**src/rtl/reg_write_arbiter_pkg.sv**
```systemverilog
// Shared constants and the write-entry record for the register-file write arbiter.
package reg_write_arbiter_pkg;

  localparam int unsigned AW         = 3;
  localparam int unsigned DW_DEFAULT = 8;

  // One pending register-file write; data width follows the default data width.
  typedef struct packed {
    logic                  valid;
    logic [AW-1:0]         addr;
    logic [DW_DEFAULT-1:0] data;
  } wr_entry_t;

endpackage

```
**src/rtl/wb_fifo.sv**
```systemverilog
// Pending-write buffer: shift-style FIFO (entry 0 is the head) with a two-entry
// push port, single pop, occupancy count and per-entry address compare.
module wb_fifo
  import reg_write_arbiter_pkg::*;
#(
  parameter int unsigned DEPTH   = 2,
  parameter type         entry_t = wr_entry_t,
  localparam int unsigned CW     = $clog2(DEPTH + 1)
) (
  input  logic          CLK,
  input  logic          RESET,
  input  logic          push0,
  input  entry_t        push0_entry,
  input  logic          push1,
  input  entry_t        push1_entry,
  input  logic          pop,
  input  logic [AW-1:0] cmp_addr1,
  input  logic [AW-1:0] cmp_addr2,
  output entry_t        head,
  output logic [CW-1:0] count,
  output logic          match1,
  output logic          match2
);

  entry_t          mem_q [DEPTH];
  entry_t          mem_d [DEPTH];
  logic [CW-1:0]   count_q;
  logic [CW-1:0]   count_d;
  logic [CW-1:0]   base;

  // Next contents: shift out the head on pop, then append push0 and push1 in order.
  always_comb begin
    mem_d = mem_q;
    base  = count_q;
    if (pop) begin
      for (int i = 0; i < int'(DEPTH) - 1; i++) begin
        mem_d[i] = mem_q[i + 1];
      end
      mem_d[DEPTH-1] = '0;
      base = count_q - CW'(1);
    end
    for (int i = 0; i < int'(DEPTH); i++) begin
      if (push0 && (CW'(i) == base)) begin
        mem_d[i]       = push0_entry;
        mem_d[i].valid = 1'b1;
      end
      if (push1 && (CW'(i) == (base + CW'(push0)))) begin
        mem_d[i]       = push1_entry;
        mem_d[i].valid = 1'b1;
      end
    end
    count_d = base + CW'(push0) + CW'(push1);
  end

  // Storage and occupancy registers with synchronous clear.
  always_ff @(posedge CLK) begin
    if (RESET) begin
      count_q <= '0;
      for (int i = 0; i < int'(DEPTH); i++) begin
        mem_q[i] <= '0;
      end
    end else begin
      count_q <= count_d;
      mem_q   <= mem_d;
    end
  end

  // Address compare of both read ports against every valid entry.
  always_comb begin
    match1 = 1'b0;
    match2 = 1'b0;
    for (int i = 0; i < int'(DEPTH); i++) begin
      if (mem_q[i].valid && (mem_q[i].addr == cmp_addr1)) match1 = 1'b1;
      if (mem_q[i].valid && (mem_q[i].addr == cmp_addr2)) match2 = 1'b1;
    end
  end

  assign head  = mem_q[0];
  assign count = count_q;

endmodule

```
**src/rtl/reg_write_arbiter.sv**
```systemverilog
// Arbitrates ALU and load write-backs onto the single register-file write port,
// buffering the loser, tracking read hazards and counting issued writes.
module reg_write_arbiter
  import reg_write_arbiter_pkg::*;
#(
  parameter int unsigned DEPTH = 2,
  parameter int unsigned DW    = DW_DEFAULT
) (
  input  logic          CLK,
  input  logic          RESET,
  input  logic          ALU_REQ,
  input  logic [AW-1:0] ALU_ADDR,
  input  logic [DW-1:0] ALU_DATA,
  input  logic          MEM_REQ,
  input  logic [AW-1:0] MEM_ADDR,
  input  logic [DW-1:0] MEM_DATA,
  input  logic          HOLD,
  input  logic [AW-1:0] RD_ADDR1,
  input  logic [AW-1:0] RD_ADDR2,
  output logic          RF_WRITE,
  output logic [AW-1:0] RF_INADDR,
  output logic [DW-1:0] RF_IN,
  output logic          ALU_ACK,
  output logic          MEM_ACK,
  output logic          STALL,
  output logic          HAZ1,
  output logic          HAZ2,
  output logic [7:0]    WR_COUNT
);

  localparam int unsigned CW = $clog2(DEPTH + 1);

  typedef struct packed {
    logic          valid;
    logic [AW-1:0] addr;
    logic [DW-1:0] data;
  } entry_t;

  entry_t        mem_e;
  entry_t        alu_e;
  entry_t        cand;
  entry_t        push0_e;
  entry_t        push1_e;
  entry_t        buf_head;
  logic          push0_en;
  logic          push1_en;
  logic          buf_pop;
  logic [CW-1:0] buf_count;
  logic          buf_match1;
  logic          buf_match2;

  // Accept only while the buffer can absorb a same-cycle pair and nothing stalls.
  assign STALL   = RESET | HOLD | (buf_count >= CW'(DEPTH - 1));
  assign ALU_ACK = ALU_REQ & ~STALL;
  assign MEM_ACK = MEM_REQ & ~STALL;

  assign mem_e = entry_t'{valid: 1'b1, addr: MEM_ADDR, data: MEM_DATA};
  assign alu_e = entry_t'{valid: 1'b1, addr: ALU_ADDR, data: ALU_DATA};

  // Issue pick: oldest buffered write first, then MEM, then ALU; the rest queue up.
  always_comb begin
    cand     = '0;
    push0_e  = mem_e;
    push1_e  = alu_e;
    push0_en = 1'b0;
    push1_en = 1'b0;
    buf_pop  = 1'b0;
    if (buf_count != '0) begin
      cand     = buf_head;
      buf_pop  = ~HOLD & ~RESET;
      push0_en = MEM_ACK;
      push1_en = ALU_ACK;
    end else if (MEM_ACK) begin
      cand     = mem_e;
      push0_e  = alu_e;
      push0_en = ALU_ACK;
    end else if (ALU_ACK) begin
      cand     = alu_e;
    end
  end

  wb_fifo #(
    .DEPTH   (DEPTH),
    .entry_t (entry_t)
  ) u_fifo (
    .CLK         (CLK),
    .RESET       (RESET),
    .push0       (push0_en),
    .push0_entry (push0_e),
    .push1       (push1_en),
    .push1_entry (push1_e),
    .pop         (buf_pop),
    .cmp_addr1   (RD_ADDR1),
    .cmp_addr2   (RD_ADDR2),
    .head        (buf_head),
    .count       (buf_count),
    .match1      (buf_match1),
    .match2      (buf_match2)
  );

  // Register-file write port and issue counter; HOLD freezes all but RF_WRITE.
  always_ff @(posedge CLK) begin
    if (RESET) begin
      RF_WRITE  <= 1'b0;
      RF_INADDR <= '0;
      RF_IN     <= '0;
      WR_COUNT  <= '0;
    end else if (HOLD) begin
      RF_WRITE  <= 1'b0;
    end else begin
      RF_WRITE <= cand.valid;
      if (cand.valid) begin
        RF_INADDR <= cand.addr;
        RF_IN     <= cand.data;
        WR_COUNT  <= WR_COUNT + 8'd1;
      end
    end
  end

  // A read hazards on the in-flight write or on anything still buffered.
  assign HAZ1 = (RF_WRITE && (RD_ADDR1 == RF_INADDR)) || buf_match1;
  assign HAZ2 = (RF_WRITE && (RD_ADDR2 == RF_INADDR)) || buf_match2;

endmodule

```
**config.mk**
```make
export PLATFORM = sky130hd
export DESIGN_NAME = reg_write_arbiter
export DESIGN_NICKNAME = d
export VERILOG_FILES = /design/src/rtl/reg_write_arbiter_pkg.sv /design/src/rtl/wb_fifo.sv /design/src/rtl/reg_write_arbiter.sv
export SDC_FILE = /design/constraint.sdc
export NUM_CORES = 1
export LEC_CHECK = 0
export ABC_AREA = 1
export CAP_MARGIN = 20
export CORE_MARGIN = 2
export CORE_UTILIZATION = 30
export DETAILED_ROUTE_END_ITERATION = 6
export PLACE_DENSITY = 0.55
export SLEW_MARGIN = 10
export SYNTH_ARGS = -nofsm -noshare
export SYNTH_HDL_FRONTEND = slang
export SYNTH_SLANG_ARGS = --single-unit
export TNS_END_PERCENT = 1
```
**constraint.sdc**
```tcl
create_clock -name CLK -period 2.3 [get_ports CLK]
set_clock_uncertainty 0.1 [all_clocks]
set_input_delay 0.23 -clock CLK [delete_from_list [all_inputs] [get_ports CLK]]
set_output_delay 0.23 -clock CLK [all_outputs]
set_load 0.1 [all_outputs]
```
==> results of run 1 <==
## layout make-up
cell class / instances / area [um2] / share of cell area, %
flip-flops and latches: 46 / 922 / 25.5
clock inverters: 1 / 30.0 / 0.830
clock buffers: 7 / 76.3 / 2.11
multi-input cells: 310 / 1600 / 44.3
inverters: 42 / 161 / 4.46
repair buffers: 72 / 687 / 19.0
well taps: 111 / 139 / 3.84
## worst max-delay path: stages, from the launching register on
cell	delay, ps
dfxtp_1	350
inv_1	70
ha_1	200
buf_6	170
nand3_4	120
buf_4	140
clkinv_1	110
buf_4	200
buf_12	170
## cells in the final DEF, fill, tap and decap left out, types with 5 or more instances in the layout
cell type	instances
nand2_1	116
nand3_1	63
dfxtp_1	45
a21oi_1	40
inv_1	37
buf_4	34
clkdlybuf4s50_1	32
nand4_1	18
nor2_1	13
xnor2_1	12
nand3b_1	12
o21ai_0	5
xor2_1	5
clkbuf_8	5
buf_12	5
## routing by layer
metal / up-vias / wire length, um
li1: 1503 / -
met1: 1307 / 3750
met2: 65 / 3820
met3: 11 / 356
met4: 0 / 114
met5: - / 0
## Yosys cell counts
library cell and n:
ha_1 4, clkinv_1 2, clkbuf_1 9, o21ai_0 5, o2111ai_1 1, nand2_1 117, nor2_4 2, buf_1 2
dfxtp_1 46, a21oi_1 40, xor2_1 5, buf_4 6, nand3b_1 12, nand3_2 1, or2_2 1, nor3_1 3
nor2_1 13, buf_2 7, nand3_1 64, nand4_1 18, inv_2 2, nand3_4 2, conb_1 1, o21ai_1 1
o22ai_1 2, o211ai_1 2, xnor2_1 12, o21bai_1 1, buf_6 4, nor2_2 1, inv_1 38, nand2_2 2
## cells by family (layout without fill, tap and decap cells)
kind of cell	Yosys count	after routing	synth area share, %
DFF	46	46	32.4
adders and majority gates	4	4	1.76
AOI/OAI and AO/OA	52	52	9.65
other	1	1	0.132
xor gates and xnor gates	17	17	5.24
and+or+nand+nor	236	236	39.4
buffers and inverters	70	122	11.4
## state kept, by name, summed over array words and instances (netlist names)
register and flops:
RF_IN 8, WR_COUNT 8, RF_WRITE 1, u_fifo.count 2, RF_INADDR 3, u_fifo.mem_q 12
u_fifo.head 12
## worst max path at each step
stage | from | to | slack (ps)
final | u_fifo.count[1] | MEM_ACK | 140
after global routing | u_fifo.count[0] | MEM_ACK | 10
after CTS | u_fifo.count[0] | MEM_ACK | 70
after detailed placement | HOLD | u_fifo.mem_q[5] | -9
after global placement | HOLD | u_fifo.mem_q[2] | 70
after floorplan | RF_INADDR[0] | HAZ2 | -50
## metrics by stage
step | power [mW] | hold WS [ps]
finish | 2.44 | 371
global route | 2.59 | 399
CTS | 2.45 | 376
detailed placement | 1.85 | 363
global placement | 1.83 | 359
floorplan | 1.57 | 337
## repair_timing
action	CTS	global route
gates resized for setup	0	4
setup buffers	0	0
setup endpoints to repair	0	13
## power by group
part	internal, mW	switching (mW)	total [mW]	leakage [nW]
Clock	0.325	0.273	0.599	0.0524
Combinational	0.307	0.654	0.961	1.12
Sequential	0.843	0.0393	0.883	0.372
==> impl_metrics.yaml, run 1 <==
global_route:
  grt.total_usage_pct: 16.1
  grtUsageMet3_pct: 2.83
  grtUsageMet1_pct: 21.5
  antenna_found_initial: 0
  grtUsageMet2_pct: 26.8
  globalRoute.busiestLayer: "met2"
  grt_pass1_wl_um: 13300
  grt-ovfl-total: 0
  grt_pass1_vias: 2802
  grt_max_degree: 42
die:
  start_util_pct: 30.9
  io-pin-count: 58
  rows: 35
  dieArea_um2: 10300
  die_y_um: 101
  die_w_um: 101
  coreArea_um2: 9200
power:
  leakagePower_nw: 1.54
  ir_drop_v: 0.000248
  p_per_area_nw_per_um2: 675
clock_tree:
  clockRootBuffer: "clkbuf_8"
  insertion_delay_ps: 300
  cts.clk_slew.worst_paths_ps: 80
  holdBufCountCts: 0
  cts.sinks: 46
  cts_tree: "built"
  htreeDepth: 2
  cts_buffers: 5
  cts_buffer_depth: 2
hold_path:
  hp-start: "RF_IN[3]"
  whs_endpoint: "RF_IN[3]"
  hold_path.class: "flip-flop to flip-flop"
  min_path_cells: 2
setup_path:
  rr_worst_depth: 10
  reg2reg_slack_ps: 270
  cp_max_fo: 19
  rr_startpoint: "u_fifo.count[1]"
  cp-end-kind: "primary output"
  r2r-end: "u_fifo.head[7]"
  required_ps: 1970
  critPathLaunchType: "flip-flop"
  path_class: "flip-flop to primary output"
  cp.arrival_ps: 1830
detailed_routing:
  ant_nets: 0
  wl_per_cell_um: 13.7
  vias_per_cell: 4.90
  wl_um: 8040
  drc: 0
  vias: 2886
  firstDrtPassIters: 6
  drtIter0Drc: 112
placement:
  dpl_cell_area_um2: 3500
  io_buffers: 57
  pre_cts_slack_ps: -8.52
  place_inst: 581
  gp_congestion: 0.817
  hpwl_um: 6060
synth:
  netlist.area_leader.share_pct: 32.4
  synth_fp_nets: 463
  yosys.area.top_type: "dfxtp_1"
  synthCells: 426
  synth_seq_cells: 46
  syn_area_um2: 2840
  synth.area.top_cells: "dfxtp_1 (32%), nand2_1 (15%), nand3_1 (11%), a21oi_1 (7.0%), inv_1 (5.0%)"
  seq_area_frac_synth_pct: 32.4
  yosysWarnings: 0
  synth_cell_types: 32
  avgSynthCellArea_um2: 6.67
flow_run:
  cap_viol_max_count: 0
layout:
  antenna_cells: 0
  layout-drive-gt1-share_pct: 12.8
  stdcell_count: 589
  area_growth_pct: 27.4
  fin_util_pct: 39.3
  finalNetCount: 514
  n_fill_cell: 983
  final_cell_area_um2: 3620
timing:
  setup_tns_ps: 0
  fin_ws_ps: 139
  period_needed_ps: 2160
  rsz0062_at_grt: "no"
  final-setup-viol-count: 0
  hold_viol: 0
  post-route-period-util_pct: 93.9
  final_max_slew_viol_count: 0
  max_freq_mhz: 463
run_status:
  status: "finished, final reports clean"
Power figures use the tool's default switching activity.
==> run 2, diff against run 1 <==
SKIP_CTS_REPAIR_TIMING = 1   (was unset)
clock period = 2.6 ns   (was 2.3 ns; I/O delays follow)
==> run 2 against run 1 <==
  * Total power shrank 11%
  * Worst hold slack is essentially flat
  * Setup slack gained 65 ps
  * Global-route usage shrank 0.11 points
  * Register-to-register slack gained 190 ps
  * Sequential cell count is the same
  * First-iteration DRC count grew 38%
  * Clock-buffer cell count shrank 2
  * Critical path depth shrank 2
  * Via count grew 1.1%
  * Critical path type unchanged
  * Largest power group unchanged
  * Highest routed layer unchanged
==> impl_metrics.yaml, run 2 (synthesized netlist as in run 1, its figures left out) <==
run_status:
  status: "finished, final reports clean"
global_route:
  grt_pass1_wl_um: 13300
  grt-ovfl-total: 0
  grt.total_usage_pct: 16.0
  grt_pass1_vias: 2733
  antenna_found_initial: 0
  grt_max_degree: 42
setup_path:
  required_ps: 2240
  cp.arrival_ps: 2040
  cp-end-kind: "primary output"
  cp_max_fo: 19
  critPathLaunchType: "flip-flop"
  path_class: "flip-flop to primary output"
timing:
  final-setup-viol-count: 0
  max_freq_mhz: 417
  final_max_slew_viol_count: 0
  setup_tns_ps: 0
  post-route-period-util_pct: 92.2
  hold_viol: 0
  period_needed_ps: 2400
  rsz0062_at_grt: "no"
die:
  io-pin-count: 58
  die_y_um: 101
  rows: 35
  dieArea_um2: 10300
  coreArea_um2: 9200
  die_w_um: 101
  start_util_pct: 30.9
placement:
  place_inst: 576
  gp_congestion: 0.842
  hpwl_um: 6040
  io_buffers: 57
detailed_routing:
  dr_wl_met3_um: 282
  wl_per_cell_um: 13.7
  dr_wl_met2_um: 3860
  wl_met1_um: 3750
  vias_per_cell: 5.00
  firstDrtPassIters: 4
  vias: 2918
  drtIter0Drc: 154
  top_layer_used: "met4"
  wl_um: 8000
  drc: 0
  ant_nets: 0
clock_tree:
  cts_buffers: 5
  cts_tree: "built"
  cts.clk_slew.worst_paths_ps: 100
  cts_buffer_depth: 2
  insertion_delay_ps: 310
  clockRootBuffer: "clkbuf_8"
  cts.sinks: 46
  htreeDepth: 2
layout:
  stdcell_count: 584
  fin_util_pct: 38.9
  finalNetCount: 509
  n_fill_cell: 1014
  layout-drive-gt1-share_pct: 11.4
  final_cell_mix: "nand2_1 (117), nand3_1 (64), dfxtp_1 (46), a21oi_1 (40), inv_1 (38)"
  layout_commonest_cell: "nand2_1"
  antenna_cells: 0
  area_growth_pct: 25.9
power:
  ir_drop_v: 0.000246
  p_per_area_nw_per_um2: 606
  leakagePower_nw: 1.52
flow_run:
  cap_viol_max_count: 0
hold_path:
  hold_path.class: "flip-flop to flip-flop"
-- run 2: metal layers --
layer / vias up / GRT usage [%]
met1: 1360 / 22.0
met2: 60 / 26.8
met4: 0 / 3.53
met3: 10 / 2.14
li1: 1488 / -
met5: - / 0
-- run 2: area by class of cell --
class                           count  area [um2]  share of cell area [%]
Inverter                           42         158                    4.41
Clock inverter                      3        47.5                    1.33
Clock buffer                        5        68.8                    1.93
Multi-Input combinational cell    310        1600                    44.6
Tap cell                          111         139                    3.89
Sequential cell                    46         921                    25.8
Timing Repair Buffer               67         646                    18.1
-- run 2: report_power, final --
group / internal [mW] / total (mW) / leakage (nW) / switching [mW]
combinational: 0.251 / 0.827 / 1.09 / 0.576
clock: 0.294 / 0.559 / 0.0591 / 0.266
sequential: 0.745 / 0.781 / 0.372 / 0.0357
total: 1.29 / 2.17 / 1.52 / 0.878
-- run 2: critical path, stage by stage (launching register included) --
cell and delay [ps]:
dfxtp_1 360, inv_1 70, ha_1 190, buf_4 210, nand3_4 220, clkinv_1 380, buf_12 300
-- run 2: metrics by stage --
stage	setup WS, ps	hold slack, ps	power, mW	instance area (um2)
2_1_floorplan	69.9	356	1.39	2840
3_3_place_gp	213	360	1.62	3460
3_5_place_dp	203	361	1.62	3460
4_1_cts	209	373	2.18	3570
5_1_grt	84.6	399	2.30	3570
6_report	204	371	2.17	3570
-- run 2: final timing paths --
path                         from  depth (start not counted)  slack [ps]              end
setup reg to reg  u_fifo.count[1]                         11         460  u_fifo.count[1]
setup / recovery  u_fifo.count[1]                          6         200          MEM_ACK
hold reg to reg          RF_IN[3]                          2         370         RF_IN[3]
hold / removal           RF_IN[3]                          2         370         RF_IN[3]
==> run 3, diff against run 2 <==
==> constraint.sdc (replaced) <==
create_clock -name CLK -period 2.24 [get_ports CLK]
set_clock_uncertainty 0.1 [all_clocks]
set_input_delay 0.224 -clock CLK [delete_from_list [all_inputs] [get_ports CLK]]
set_output_delay 0.224 -clock CLK [all_outputs]
set_load 0.005 [all_outputs]
==> run 3 against run 2 <==
  * Via count fell by 0.51%
  * Global-route usage barely moved
  * Clock power fell by 3%
  * Worst hold slack got worse by 3.7 ps
  * Sequential power rose by 16%
  * Clock-buffer cell count rose by 2
  * Largest cell class unchanged
==> impl_metrics.yaml, run 3 (synthesized netlist as in run 1, its figures left out) <==
run_status:
  status: "finished, final reports clean"
layout:
  regArea_um2: 921
  finalNetCount: 519
  final_cell_mix: "nand2_1 (116), nand3_1 (63), clkdlybuf4s50_1 (57), dfxtp_1 (46), a21oi_1 (40)"
  n_fill_cell: 1011
  antenna_cells: 0
  layout-drive-gt1-share_pct: 9.11
  multi_input_area_um2: 1610
  layout_commonest_cell: "nand2_1"
  area_growth_pct: 28.9
setup_path:
  crit_top_cell: "clkdlybuf4s50_1"
  cp_slowest_cell: "clkdlybuf4s50_1"
  required_ps: 1920
  slowest_delay_ps: 500
  critPathLaunchType: "input pin"
  cp_cell_sequence: "clkdlybuf4s50_1 > inv_1 > nand2_1 > o21ai_0 > a21oi_1 > o2111ai_1 > nand3_1 > clkdlybuf4s50_1"
  path_class: "input pin to primary output"
  cp.arrival_ps: 1790
  cp-end-kind: "primary output"
  cp_max_fo: 6
global_route:
  antenna_found_initial: 0
  grt_max_degree: 42
  grt.total_usage_pct: 16.1
  grt_pass1_wl_um: 13200
  grt_pass1_vias: 2746
  grt-ovfl-total: 0
die:
  die_y_um: 101
  start_util_pct: 30.9
  io-pin-count: 58
  coreArea_um2: 9200
  rows: 35
  die_w_um: 101
  dieArea_um2: 10300
power:
  p_total_mw: 2.29
  ir_drop_v: 0.000299
  p_per_area_nw_per_um2: 626
  leakagePower_nw: 1.49
detailed_routing:
  vias_per_cell: 4.89
  wl_per_cell_um: 13.7
  firstDrtPassIters: 4
  drc: 0
  vias: 2903
  ant_nets: 0
  wl_um: 8140
  drtIter0Drc: 98
clock_tree:
  insertion_delay_ps: 310
  cts_tree: "built"
  htreeDepth: 2
  clockRootBuffer: "clkbuf_8"
  cts_buffer_depth: 2
  cts.sinks: 46
  cts.clk_slew.worst_paths_ps: 80
  cts_buffers: 5
flow_run:
  cap_viol_max_count: 0
timing:
  final-setup-viol-count: 0
  rsz0062_at_grt: "no"
  period_needed_ps: 2110
  max_freq_mhz: 473
  post-route-period-util_pct: 94.4
  final_max_slew_viol_count: 0
  fin_ws_ps: 126
  hold_slack_ps: 368
  hold_viol: 0
hold_path:
  hold_path.class: "flip-flop to flip-flop"
placement:
  pre_cts_slack_ps: -40.0
  hpwl_um: 6140
  gp_congestion: 0.817
  io_buffers: 57
==> run 3: cell types whose count changed in the layout (fill, tap and decap cells not counted), moves of 2 or more <==
| cell | before | now |
|---|---|---|
| buf_12 | 5 | 1 |
| buf_4 | 30 | 17 |
| clkdlybuf4s50_1 | 32 | 57 |
| inv_1 | 38 | 35 |
| inv_2 | 2 | 4 |
| inv_6 | 2 | 0 |
==> run 3: where the power goes <==
part           internal, mW  switching, mW
Sequential            0.865         0.0377
Clock                 0.250          0.290
Combinational         0.371          0.478
Total                  1.49          0.806
==> run 3: metrics by stage <==
| stage | util, % | std cells | TNS [ps] | cell area [um2] |
|---|---|---|---|---|
| floorplan | - | 426 | 0 | 2840 |
| global placement | 38.2 | 582 | 0 | 3520 |
| detailed placement | 38.2 | 582 | -280 | 3520 |
| CTS | 39.2 | 590 | -0.652 | 3610 |
| global route | 39.8 | 594 | 0 | 3660 |
| finish | 39.8 | 594 | 0 | 3660 |
==> run 3: final timing paths <==
kind	startpoint	endpoint	slack, ps	cells after the start
worst min-delay path	RF_IN[1]	RF_IN[1]	370	2
worst min register to register	RF_IN[1]	RF_IN[1]	370	2
worst max-delay path	RD_ADDR1[1]	HAZ1	130	8
worst max register to register	u_fifo.count[0]	u_fifo.count[0]	280	11
==> run 3: worst max-delay path, delay by kind of cell <==
family,cells,cell delay [ps]
buffers and inverters,3,1050
AND/OR/NAND/NOR,2,180
AO/OA/AOI/OAI,3,320
==> run 3: layout make-up <==
cell class / instances / area share (%)
well taps: 111 / 3.79
clock inverters: 1 / 0.137
inverters: 42 / 4.41
flip-flops and latches: 46 / 25.1
clock buffers: 7 / 2.36
repair buffers: 77 / 20.3
multi-input cells: 310 / 43.8
==> run 3: routing by layer <==
layer  wire length [um]  track usage, %  up-vias  part of all wire, %
met1               3870            21.4     1342                   48
met2               3890            27.3       48                   48
li1                   -               -     1511                    -
met5                  0               0        -                    0
met4                 42            3.12        0                 0.52
met3                334            3.11        2                  4.1
==> RTL change: new RTL, config.mk and constraints of run 1 <==
Set the package constant `AW` to 2 (it was 3).
--- a/src/rtl/reg_write_arbiter_pkg.sv
+++ b/src/rtl/reg_write_arbiter_pkg.sv
@@ -3,3 +3,3 @@
 
-  localparam int unsigned AW         = 3;
+  localparam int unsigned AW         = 2;
   localparam int unsigned DW_DEFAULT = 8;
Interface: changed (5 resized); port bits go from 58 to 53. No check against the original RTL was run, so the function may have changed too.
==> RTL change against run 1 <==
- area after synthesis is 7.5% lower
- sequential power shrank 6.3%
- global-route usage grew 0.22 points
- sequential cell count shrank 3
- cell area is 6.4% lower
- combinational power up 0.8%
- die area down 7.2%
- via count fell by 3.5%
- routed wire length down 3.9%
- total power is 1.3% lower
- setup slack got worse by 0.046 ns
- sequential share of layout area decreased by 0.078 points
- non-clock buffer count down 1
- core utilization increased by 0.082 points
- largest cell class unchanged
- highest routed layer unchanged
==> RTL change: results (changes against run 1) <==
| Metric | Value |
|---|---|
| CP max FO | 21 (+2) |
| Clock tree root driver cell | clkbuf_8 |
| Library cells used by synthesis | 34 (+6.3%) |
| Result of the run | finished clean |
| Share of post-route cells with drive strength above 1 | 14.8% (+2.0 points) |
| Maximum number of pins on one net before global-route repair | 39 (-7.1%) |
| Most common library cells after synthesis | nand2_1, nand3_1, dfxtp_1, inv_1, a21oi_1 |
| Post-synthesis adder-cell area fraction | 1.90% (+0.14 points) |
| Final setup fails | 0 (unchanged) |
| Iteration-0 DRC count of the detailed router | 132 (+18%) |
| Share of the synthesized netlist area taken by xor and xnor gates | 2.00% (-3.2 points) |
| Compound-cell area share of the yosys netlist | 11.8% (+2.2 points) |
| Overall track demand over capacity in global routing | 16.3% (+0.22 points) |
| Final slew viol count | 0 (unchanged) |
| Half-perimeter wire length of the detailed placement result | 5.63 mm (-7.1%) |
| Number of buffers added on ports | 52 (-8.8%) |
| Worst-case setup slack after placement | 0.0178 ns (+0.0264 ns) |
| Placer's final routability congestion estimate | 0.800 (-2.1%) |
| Clock latency on the worst-skew pair | around 0.31 ns |
| Global-route wire length before repair | 12.8 mm (-3.6%) |
| Via Count | 2784 (-3.5%) |
| Worst reg2reg path endpoint | RF_IN[3]$_SDFFE_PP0P_ |
| Max Buffers Root-to-Sink | 2 (unchanged) |
| Leak pwr | 1.47 nW (-4.8%) |
| Period minus WS final | 2.21 ns (+0.0465 ns) |
| # nets final | 486 (-5.4%) |
| Placed standard-cell area | 0.00326 mm^2 (-7.0%) |
| Number of search-and-repair iterations in the first detailed-routing pass | 4 (-2) |
| Number of antenna violations at the first check in global routing | 0 (unchanged) |
| Proportion of synthesized chip area in sequential cells | 32.8% (+0.34 points) |
| Async set-reset flop share out of synthesis | 0% (unchanged) |
| Top cells by area, synth | dfxtp_1, nand2_1, nand3_1 |
| Ant diodes | 0 (unchanged) |
| FF-to-FF path depth | 11 (+1) |
| WL final | 7.72 mm (-3.9%) |
| Worst setup endpoint | MEM_ACK |
| Register-to-register setup slack | 0.24 ns (-0.03 ns) |
| Clock-pin slew on the worst setup and hold paths | roughly 0.09 ns |
| Worst VDD drop | 0.214 mV (-13%) |
| Via count of the first global-routing pass | 2718 (-3.0%) |
| Number of maximum-capacitance violations | 0 (unchanged) |
| Path category of the worst min-delay check | reg -> reg |
| CTS buffer count | 5 (unchanged) |
| Number of warnings printed during yosys synthesis | 0 (unchanged) |
| Number of fill cells | 945 (-3.9%) |
| Multiplexer share of the synthesized area | 0% (unchanged) |
| Most used flip-flop cell after synthesis | dfxtp_1 |
| Net count of the mapped netlist | 433 (-6.5%) |
| Number of levels the H-tree was split into | 2 (unchanged) |
| Worst setup path startpoint | u_fifo.count[0]$_SDFF_PP0_ |
| Area taken by flip-flops and latches | 861 um^2 (-6.6%) |
RTL change: cell types whose count changed after synthesis, sizes merged, moves of 3 or more:
cell | run 1 | this run
inv | 40 | 45
nand3 | 67 | 62
nand4 | 18 | 14
nand2 | 119 | 111
dfxtp | 46 | 43
xnor2 | 12 | 1
clkbuf | 9 | 6
RTL change: how the worst min path moves through the flow:
stage                               start                       end  slack, ns  cells past startpoint
detailed placement  RF_IN[4]$_SDFFE_PP0P_     RF_IN[4]$_SDFFE_PP0P_       0.36                      2
floorplan                           RESET  WR_COUNT[6]$_SDFFE_PP0P_       0.33                      3
global route        RF_IN[2]$_SDFFE_PP0P_     RF_IN[2]$_SDFFE_PP0P_       0.39                      2
CTS                 RF_IN[4]$_SDFFE_PP0P_     RF_IN[4]$_SDFFE_PP0P_       0.38                      2
global placement    RF_IN[2]$_SDFFE_PP0P_     RF_IN[2]$_SDFFE_PP0P_       0.36                      2
finish              RF_IN[2]$_SDFFE_PP0P_     RF_IN[2]$_SDFFE_PP0P_       0.38                      2
RTL change: cells by family after synthesis:
kind of cell	Yosys count
other cells	1
simple gates	219
compound gates	56
flops	43
fa+ha+maj	4
xor+xnor	6
buf+inv	71
RTL change: repair_timing:
action | 4_1_cts | 5_1_grt
resized for setup | 0 | 1
setup endpoints to repair | 0 | 1
buffers inserted | 0 | 2
RTL change: report_power, final:
group	switching [W]	total, W	internal [W]
Sequential	0.0000359	0.000827	0.000791
Combinational	0.000669	0.000969	0.000299
Clock	0.000292	0.000616	0.000324
RTL change: final cells by class:
type                            instances  share of cell area, %
Multi-Input combinational cell        286                   42.4
Sequential cell                        43                   25.4
Timing Repair Buffer                   71                   19.6
Inverter                               46                   5.21
Tap cell                              108                   3.99
Clock buffer                            5                   2.03
Clock inverter                          3                   1.29
RTL change: through the flow:
stage / hold slack (ns) / instances
detailed placement: 0.361 / 552
global route: 0.392 / 562
floorplan: 0.326 / 400
finish: 0.377 / 562
CTS: 0.377 / 560
global placement: 0.362 / 552
RTL change: layer usage:
metal,GRT usage [%],vias to the layer above,part of all wire [%]
met1,21.5,1278,47
met4,5.77,0,1.8
li1,-,1415,-
met2,27.2,80,46
met5,0,-,0
met3,2.45,11,5.4
RTL change: critical path: stages (launching register included):
cell,delay [ns]
dfxtp_1,0.35
inv_1,0.06
ha_1,0.21
buf_4,0.21
nand3_2,0.12
buf_4,0.22
clkinvlp_4,0.18
buf_12,0.20
